===== src/rtl/mul_seq_if.sv =====
// Request/result bundle between the control unit (master) and the sequential multiplier (slave).
interface mul_seq_if #(
    parameter int WIDTH = 16
);
    logic             start;
    logic [WIDTH-1:0] op_a;
    logic [WIDTH-1:0] op_b;
    logic             busy;
    logic             done;
    logic [WIDTH-1:0] hi;
    logic [WIDTH-1:0] lo;

    modport master (
        output start, op_a, op_b,
        input  busy, done, hi, lo
    );

    modport slave (
        input  start, op_a, op_b,
        output busy, done, hi, lo
    );
endinterface


===== src/rtl/mul_seq_unit.sv =====
// Sequential shift-add multiplier with HI/LO result registers, one iteration per cycle.
// Optional SIGNED_MUL_EN macro selects a two's-complement multiply (sign-magnitude around the unsigned core).
module mul_seq_unit #(
    parameter int WIDTH = 16
) (
    input  logic       clk,
    input  logic       rst,
    mul_seq_if.slave   bus
);
    localparam int CW = $clog2(WIDTH + 1);
    localparam logic [2*WIDTH-1:0] ZERO_P = '0;

    typedef enum logic [1:0] {IDLE, RUN, DONE} state_t;

    state_t             state_q, state_d;
    logic [WIDTH-1:0]   mcand_q, mcand_d;
    logic [WIDTH-1:0]   mplier_q, mplier_d;
    logic [2*WIDTH:0]   acc_q, acc_d;
    logic [CW-1:0]      cnt_q, cnt_d;
    logic [WIDTH-1:0]   hi_q, hi_d;
    logic [WIDTH-1:0]   lo_q, lo_d;

    logic [2*WIDTH:0]   addend;
    logic [2*WIDTH:0]   sum;
    logic [2*WIDTH:0]   shifted;
    logic [2*WIDTH-1:0] result;
    logic [WIDTH-1:0]   mag_a;
    logic [WIDTH-1:0]   mag_b;

    // Multiplicand is added at bit WIDTH; the carry lands in the extra top bit and is shifted back in.
    assign addend  = mplier_q[0] ? {1'b0, mcand_q, {WIDTH{1'b0}}} : '0;
    assign sum     = acc_q + addend;
    assign shifted = sum >> 1;

`ifdef SIGNED_MUL_EN
    logic sign_q, sign_d;
    logic [WIDTH-1:0] zero_w;

    assign zero_w = '0;
    // The most-negative operand negates to itself, which is the correct unsigned magnitude.
    assign mag_a  = bus.op_a[WIDTH-1] ? (zero_w - bus.op_a) : bus.op_a;
    assign mag_b  = bus.op_b[WIDTH-1] ? (zero_w - bus.op_b) : bus.op_b;
    assign result = sign_q ? (ZERO_P - shifted[2*WIDTH-1:0]) : shifted[2*WIDTH-1:0];
`else
    assign mag_a  = bus.op_a;
    assign mag_b  = bus.op_b;
    assign result = shifted[2*WIDTH-1:0];
`endif

    always_comb begin
        state_d  = state_q;
        mcand_d  = mcand_q;
        mplier_d = mplier_q;
        acc_d    = acc_q;
        cnt_d    = cnt_q;
        hi_d     = hi_q;
        lo_d     = lo_q;
`ifdef SIGNED_MUL_EN
        sign_d   = sign_q;
`endif
        case (state_q)
            IDLE, DONE: begin
                if (bus.start) begin
                    mcand_d  = mag_a;
                    mplier_d = mag_b;
                    acc_d    = '0;
                    cnt_d    = CW'(WIDTH);
`ifdef SIGNED_MUL_EN
                    sign_d   = bus.op_a[WIDTH-1] ^ bus.op_b[WIDTH-1];
`endif
                    state_d  = RUN;
                end else begin
                    state_d  = IDLE;
                end
            end
            RUN: begin
                acc_d    = shifted;
                mplier_d = mplier_q >> 1;
                cnt_d    = cnt_q - CW'(1);
                if (cnt_q == CW'(1)) begin
                    state_d      = DONE;
                    {hi_d, lo_d} = result;
                end
            end
            default: state_d = IDLE;
        endcase
    end

    always_ff @(posedge clk) begin
        if (rst) begin
            state_q  <= IDLE;
            mcand_q  <= '0;
            mplier_q <= '0;
            acc_q    <= '0;
            cnt_q    <= '0;
            hi_q     <= '0;
            lo_q     <= '0;
`ifdef SIGNED_MUL_EN
            sign_q   <= 1'b0;
`endif
        end else begin
            state_q  <= state_d;
            mcand_q  <= mcand_d;
            mplier_q <= mplier_d;
            acc_q    <= acc_d;
            cnt_q    <= cnt_d;
            hi_q     <= hi_d;
            lo_q     <= lo_d;
`ifdef SIGNED_MUL_EN
            sign_q   <= sign_d;
`endif
        end
    end

    assign bus.busy = (state_q == RUN);
    assign bus.done = (state_q == DONE);
    assign bus.hi   = hi_q;
    assign bus.lo   = lo_q;
endmodule

===== src/flat_wrapper.sv =====
// flat-port wrapper written by rule: the top's interface ports become plain ports
module mul_seq_unit_flat 
#(
    parameter int WIDTH = 16
)
  (clk, rst, bus_start, bus_op_a, bus_op_b, bus_busy, bus_done, bus_hi, bus_lo);
  mul_seq_if #(.WIDTH(WIDTH)) bus_i ();
  input  logic clk;
  input  logic rst;
  input wire logic [$bits(bus_i.start)-1:0] bus_start;
  input wire logic [$bits(bus_i.op_a)-1:0] bus_op_a;
  input wire logic [$bits(bus_i.op_b)-1:0] bus_op_b;
  output wire logic [$bits(bus_i.busy)-1:0] bus_busy;
  output wire logic [$bits(bus_i.done)-1:0] bus_done;
  output wire logic [$bits(bus_i.hi)-1:0] bus_hi;
  output wire logic [$bits(bus_i.lo)-1:0] bus_lo;
  assign bus_i.start = bus_start;
  assign bus_i.op_a = bus_op_a;
  assign bus_i.op_b = bus_op_b;
  assign bus_busy = bus_i.busy;
  assign bus_done = bus_i.done;
  assign bus_hi = bus_i.hi;
  assign bus_lo = bus_i.lo;
  mul_seq_unit #(.WIDTH(WIDTH)) u_core (.clk(clk), .rst(rst), .bus(bus_i));
endmodule

===== config.mk =====
export PLATFORM = sky130hd
export DESIGN_NAME = mul_seq_unit_flat
export DESIGN_NICKNAME = d
export VERILOG_FILES = /design/src/rtl/mul_seq_if.sv /design/src/rtl/mul_seq_unit.sv /design/src/flat_wrapper.sv
export SDC_FILE = /design/constraint.sdc
export NUM_CORES = 1
export LEC_CHECK = 0
export CAP_MARGIN = 15
export CORE_AREA = 5 5 112 114
export DETAILED_ROUTE_END_ITERATION = 8
export DIE_AREA = 0 0 117 119
export DONT_BUFFER_PORTS = 1
export PLACE_DENSITY = 0.58
export SETUP_SLACK_MARGIN = 0.5
export SYNTH_ARGS = -nofsm -noshare
export SYNTH_HDL_FRONTEND = slang
export SYNTH_SLANG_ARGS = --single-unit

===== constraint.sdc =====
create_clock -name clk -period 2.89 [get_ports clk]
set_input_delay 0.578 -clock clk [delete_from_list [all_inputs] [get_ports clk]]
set_output_delay 0.578 -clock clk [all_outputs]
set_load 0.01 [all_outputs]

# Word-level counts from Yosys, hierarchy flattened
# Index checks and enable logic that the tools add are counted.
# word_totals
register_bits	104
inputBits	35
out_inout_bits	34
wordCells	30
# classes
n_addsub	2
eq_ne	5
n_mux	10
n_reduce_logical	6
# ops
cell	n
one-hot mux 33 bit (2 select lines)	1
adder 33 bit	1
2-to-1 mux 33 bit	1
2-to-1 mux 32 bit	1
one-hot mux 16 bit (2 select lines)	1
2-to-1 mux 16 bit	1
one-hot mux 5 bit (2 select lines)	1
AND reduction 2 bit	3
== test 5 x 1 -> 1 bit (second input constant)	1
2-to-1 mux 5 bit	1
subtractor 5 x 1 -> 5 bit (second input constant)	1
one-hot mux 2 bit (2 select lines)	1
== test 2 x 1 -> 1 bit (second input constant)	1
== test 2 bit (second input constant)	1
logical NOT 2 bit	1
2-to-1 mux 2 bit	1
!= test 2 x 1 -> 1 bit (second input constant)	1
!= test 2 bit (second input constant)	1
nonzero test 2 bit	1
OR reduction 2 bit	1
2-to-1 mux 1 bit	1

# Depth between registers and ports, before layout
# Gate-level depths: netlist of run 1.
# depth
depth_word	4
mapped_depth	10
depth_no_buf	9

# Worst setup path after synthesis of run 1
# OpenSTA, ideal clock, no wires.
# synth_timing
path_kind	flip-flop to flip-flop
startpoint	reg u_core.mplier_q[0]
endpoint	reg u_core.hi_q[9] (netlist: u_core.bus.hi[9])
setup_time_ps	86
arrival_time_ps	2303
required_ps	2804
path_slack_ps	501
path_stages_with_launch	10
n_path_buf	0
synth_period_minus_slack_ps	2389
cell_sequence	dfxtp_1 -> and2_1 -> ha_1 -> fa_1 -> a21o_1 -> a311o_1 -> a21boi_1 -> o21ai_0 -> xnor2_1 -> a211oi_1
# synth_between
elab_chain_len	2
# synth_lines
element	line	source
start, declared	mul_seq_unit.sv:17	logic [WIDTH-1:0] mplier_q, mplier_d;
start signal, assigned	mul_seq_unit.sv:104	mplier_q <= mplier_d;
2-to-1 mux 32 bit	mul_seq_unit.sv:31	assign addend = mplier_q[0] ? {1'b0, mcand_q, {WIDTH{1'b0}}} : '0;
adder 33 bit	mul_seq_unit.sv:32	assign sum = acc_q + addend;
end signal, assigned	mul_seq_unit.sv:107	hi_q <= hi_d;
end, declared	mul_seq_unit.sv:20	logic [WIDTH-1:0] hi_q, hi_d;
# No other way between the ends.
# A chain may end at the register's enable or synchronous reset.

# Final worst setup path of run 1
# layout_timing
startpoint	reg u_core.mplier_q[0]
endpoint	reg u_core.hi_q[7] (netlist: u_core.bus.hi[7])
# The elaborated chain is that of the path after synthesis.

==> results of run 1 <==
==> sequential cells by signal (all words and copies together) (netlist names) <==
name / count
u_core.mcand_q: 16
u_core.cnt_q: 5
u_core.acc_q: 31
u_core.bus.lo: 16
u_core.state_q: 2
u_core.bus.hi: 16
u_core.mplier_q: 16
==> cell families (layout without fill, tap and decap cells) <==
kind of cell	Yosys count	in the layout	synth area share, %
xor gates and xnor gates	13	13	2.56
DFF	102	102	46.0
buffers and inverters	39	29	3.58
and+or+nand+nor	200	200	20.2
AOI/OAI and AO/OA	156	156	22.2
adders and majority gates	19	19	5.52
==> what timing repair did <==
item | CTS | global route
setup endpoints to repair | 7 | 15
pin swaps | 4 | 12
buffers inserted | 1 | 1
resized for setup | 4 | 19
==> how the worst max path moves through the flow <==
stage,endpoint,cells after the start
after floorplan,u_core.bus.hi[9]$_SDFFE_PP0P_,9
after global placement,u_core.bus.hi[15]$_SDFFE_PP0P_,9
after detailed placement,u_core.bus.hi[15]$_SDFFE_PP0P_,9
after CTS,u_core.bus.hi[15]$_SDFFE_PP0P_,9
after global routing,u_core.bus.hi[7]$_SDFFE_PP0P_,10
final,u_core.bus.hi[7]$_SDFFE_PP0P_,10
==> power breakdown <==
| group | switching, mW | internal (mW) | total (mW) |
|---|---|---|---|
| clock network | 0.575 | 0.694 | 1.27 |
| registers | 0.0267 | 1.45 | 1.47 |
| logic | 0.133 | 0.0684 | 0.202 |
| total | 0.736 | 2.21 | 2.95 |
==> synth_stat cells, drive strengths merged, types with 8 or more instances <==
library cell	n
ha	18
buf	13
nor2	41
nand2	110
o21ai	9
a21oi	77
and2	16
xnor2	8
clkbuf	23
a22o	8
dfxtp	102
a22oi	36
==> area by class of cell <==
cell class | count | area (µm²)
tap | 143 | 179
clock buffer | 9 | 225
sequential | 102 | 2040
clock inverter | 7 | 88.8
fill | 1168 | 6350
multi-input combinational | 388 | 2340
inverter | 3 | 11.3
timing repair buffer | 10 | 78.8
==> per-layer routing <==
layer	vias up	GRT usage [%]
li1	1825	-
met1	1662	21.1
met2	82	23.8
met3	11	4.06
met4	0	6.59
met5	-	0
==> metrics by stage <==
step	std cells	power (mW)	hold slack, ps	setup slack, ps	util [%]
finish	662	2.95	298	506	43.9
CTS	661	2.99	281	518	43.1
floorplan	529	1.67	432	501	-
global placement	644	1.70	437	399	40.1
global route	662	3.08	281	448	43.9
detailed placement	644	1.71	439	347	40.1
==> flow_summary.ini, run 1 <==
[cells_and_area]
layout_common_cells = nand2_1 (110), dfxtp_1 (101), a21oi_1 (73)
layout_commonest_cell = nand2_1
diodes = 0
final_nets = 568
fin_area_um2 = 4970
area_growth_syn_to_layout_pct = 11.9
drive_above_1_share_pct = 10.0

[flow_run]
cap_violations = 0

[timing]
finalSetupTns_ps = 0
worst_pin_slew_ps = 856
period_needed_ps = 2380
worst_slew_margin_rel_pct = 42.9
fin_skew_ps = 8.68
hold_viol_final = 0
fin_crit_sh_pct = 82.5
max_freq_mhz = 419
maxSlewViolCount = 0
finalSetupViolations = 0
rsz0062_at_grt = yes

[logic_synthesis]
syn-num-nets = 583
yosysTopAreaCell = dfxtp_1
synth.distinct_cells = 48
syn_inst = 529
synth_ff_type = dfxtp_1
synth.avg_cell_area_um2 = 8.40
synth_top_area_share_pct = 46.0
yosys_register_bits = 102
syn_area_um2 = 4440
yosysWarnings = 0
synth_edf_count = 0
synth-seq-area-share_pct = 46.0
yosys-top-cells-area = dfxtp_1 (46%), nand2_1 (9.3%), a21oi_1 (8.7%)
ys_async_sr_fraction_pct = 0

[global_route]
grt_pass1_wl_mm = 17.4
antenna_found_initial = 0
grt_pass1_vias = 3442
grt_max_degree = 103
grt.total_usage_pct = 15.7
overflow = 0

[drt]
met3WireLength_um = 691
drt_pass1_iterations = 4
vias = 3580
wl_met2_mm = 4.86
post-route-drc-count = 0
drtIter0Drc = 258
routed.top_layer = met4
vias_per_cell = 5.41
routedWlPerCell_um = 16.2
finalWirelength_mm = 10.7
met1_length_mm = 5.02
drtAntennaViolNets = 0

[worst_setup_path]
reg2reg_depth = 10
start_kind = register
crit_fanout = 3
rr_endpoint = u_core.bus.hi[7]$_SDFFE_PP0P_
worstSetupPathType = reg2reg
reg2reg_slack_ps = 510
crit_path_start = u_core.mplier_q[0]$_SDFFE_PP0P_
worstPathCellList = and2_4, ha_4, fa_2, a21o_1, a311o_1, a21boi_2, buf_4, xnor2_2, nand2_1, a21oi_1
max_stage_delay_ps = 380
critical_path_arrival_ps = 2670
cpMaxStageDelayCell = a311o_1
required_ps = 3170
path_buf_inv = 1
end_kind = register
path_delay_family = compound AO/OA/AOI/OAI gates
rr_startpoint = u_core.mplier_q[0]$_SDFFE_PP0P_

[clocking]
cts_buffers = 9
clkLatencyLatePin_ps = 350
cts.sinks = 102
cts.clk_slew.worst_paths_ps = 70
cts-htree-levels = 3
clock_path_buffers = 2
cts-root-buf = clkbuf_16
hold_buffers = 0
cts_tree = yes

[min_path]
min_delay_path_depth = 1
hold_path_end = u_core.bus.hi[15]$_SDFFE_PP0P_
hold_class = in2reg
hp-start = rst

[floorplan]
io-pin-count = 69
design.core.area_um2 = 11300
die_y_um = 119
rows = 39
die_w_um = 117
initial_core_util_pct = 39.2
die_area_um2 = 13900

[power]
p_leak_nw = 1.87
ir_drop_uv = 295
powerDensity_nw_per_um2 = 593

[placement]
dpl_cell_area_um2 = 4540
gp_congestion = 0.836
place_hpwl_mm = 7.39
port_buffers = 0

[status]
outcome = complete, no violations
Note: power is estimated with default switching activity, not from simulation.
==> run 2, diff against run 1 <==
==> constraint.sdc (replaced) <==
create_clock -name clk -period 2.3 [get_ports clk]
set_input_delay 0.46 -clock clk [delete_from_list [all_inputs] [get_ports clk]]
set_output_delay 0.46 -clock clk [all_outputs]
set_load 0.01 [all_outputs]
==> flow_summary.ini, run 2 (synthesized netlist as in run 1, its figures left out) <==
[worst_setup_path]
reg2reg_depth = 9
crit_fanout = 3
rr_startpoint = u_core.mcand_q[0]$_SDFFE_PP0P_
rr_endpoint = u_core.bus.hi[15]$_SDFFE_PP0P_
worstSetupPathType = reg2reg
end_kind = register
critical_path_arrival_ps = 2520
reg2reg_slack_ps = 0.7
max_stage_delay_ps = 340
path_buf_inv = 0
worstPathCellList = and2_4, ha_4, fa_2, a21o_1, a311o_1, nand3b_1, nand2_1, a311oi_2, a211oi_1
required_ps = 2520
cpMaxStageDelayCell = fa_2
path_delay_family = compound AO/OA/AOI/OAI gates
start_kind = register

[floorplan]
die_w_um = 117
design.core.area_um2 = 11300
die_y_um = 119
rows = 39
die_area_um2 = 13900
initial_core_util_pct = 39.2
io-pin-count = 69

[placement]
place_hpwl_mm = 7.92
gp_congestion = 0.911
port_buffers = 0
dpl_cell_area_um2 = 4810

[cells_and_area]
layout_commonest_cell = dfxtp_1
diodes = 0
final_nets = 606
fin_area_um2 = 5910
layout_common_cells = dfxtp_1 (98), nand2_1 (87), a21oi_1 (48)
regMostFlops = u_core.acc_q
largest_register_ffs = 31
area_growth_syn_to_layout_pct = 33.1
drive_above_1_share_pct = 31.2

[clocking]
cts_tree = yes
clkLatencyLatePin_ps = 360
cts_buffers = 9
hold_buffers = 0
clock_path_buffers = 2
cts.clk_slew.worst_paths_ps = 70
cts.sinks = 102
cts-htree-levels = 3
cts-root-buf = clkbuf_16

[drt]
drtAntennaViolNets = 0
routedWlPerCell_um = 17.6
vias_per_cell = 5.52
drtIter0Drc = 262
post-route-drc-count = 0
vias = 3866
finalWirelength_mm = 12.4
drt_pass1_iterations = 5

[global_route]
overflow = 0
grt_max_degree = 103
grt.total_usage_pct = 16.7
grt_pass1_vias = 3703
grt_pass1_wl_mm = 18.5
antenna_found_initial = 0

[min_path]
hold_path_end = u_core.mcand_q[13]$_SDFFE_PP0P_
hold_class = in2reg
hp-start = rst
min_delay_path_depth = 1

[power]
powerDensity_nw_per_um2 = 628
ir_drop_uv = 637
p_leak_nw = 2.20

[timing]
max_freq_mhz = 435
fin_skew_ps = 10.9
hold_viol_final = 0
rsz0062_at_grt = yes
finalSetupViolations = 0
period_needed_ps = 2300
finalSetupTns_ps = 0
fin_crit_sh_pct = 100
worst_slew_margin_rel_pct = 55.5
worst_pin_slew_ps = 664
maxSlewViolCount = 0

[flow_run]
cap_violations = 0

[status]
outcome = complete, no violations
[run 2: final cells by class]
| class | instances | area, µm² |
|---|---|---|
| Inverter | 3 | 11.3 |
| Fill cell | 1061 | 5410 |
| Clock buffer | 11 | 253 |
| Tap cell | 143 | 179 |
| Multi-Input combinational cell | 388 | 2920 |
| Sequential cell | 102 | 2050 |
| Clock inverter | 5 | 47.5 |
| Timing Repair Buffer | 48 | 454 |
[run 2: worst max path at each step]
stage                                          startpoint                             end  slack [ps]  depth (start not counted)
after detailed placement   u_core.mcand_q[0]$_SDFFE_PP0P_  u_core.bus.hi[15]$_SDFFE_PP0P_         -10                          9
after floorplan           u_core.mplier_q[0]$_SDFFE_PP0P_   u_core.acc_q[31]$_SDFFE_PP0P_         130                          9
after CTS                 u_core.mplier_q[0]$_SDFFE_PP0P_  u_core.bus.hi[15]$_SDFFE_PP0P_          40                          9
final                      u_core.mcand_q[0]$_SDFFE_PP0P_  u_core.bus.hi[15]$_SDFFE_PP0P_         0.7                          9
after global routing       u_core.mcand_q[0]$_SDFFE_PP0P_  u_core.bus.hi[15]$_SDFFE_PP0P_         -80                          9
after global placement    u_core.mplier_q[0]$_SDFFE_PP0P_  u_core.bus.hi[15]$_SDFFE_PP0P_          40                          9
[run 2: layer usage]
| layer | GRT usage, % | routed length, µm |
|---|---|---|
| met1 | 20.0 | 5200 |
| met4 | 5.30 | 231 |
| met5 | 0 | 0 |
| met2 | 28.3 | 6210 |
| met3 | 5.22 | 707 |
[run 2: power breakdown]
group | switching [mW] | total [mW] | internal, mW | leakage [nW]
registers | 0.0375 | 1.86 | 1.82 | 0.830
logic | 0.190 | 0.313 | 0.123 | 1.22
clock network | 0.726 | 1.54 | 0.817 | 0.147
[run 2: timing repair]
action | CTS | global route
buffers inserted | 13 | 14
pin swaps | 27 | 48
endpoints found under the setup margin | 45 | 48
resized for setup | 29 | 92
cloned | 0 | 3
[run 2: per-stage QoR]
step                      power, mW  worst slack, ps  std cells  util [%]  hold slack (ps)
after global placement         2.16             36.6        654      42.5              437
final                          3.71            0.690        700      52.2              172
after detailed placement       2.17            -12.0        654      42.5              440
after global routing           3.85            -84.7        700      52.2              154
after CTS                      3.72             44.3        683      47.4              168
after floorplan                2.11              134        529         -              432
==> run 3, diff against run 2 <==
--- a/config.mk
+++ b/config.mk
@@ -7,6 +7,7 @@
 export LEC_CHECK = 0
 export CAP_MARGIN = 15
 export CORE_AREA = 5 5 112 114
+export CTS_CLUSTER_SIZE = 30
 export DETAILED_ROUTE_END_ITERATION = 8
 export DIE_AREA = 0 0 117 119
 export DONT_BUFFER_PORTS = 1
==> results of run 3 <==
No change in the layout: final DEF, timing and power equal those of run 2.
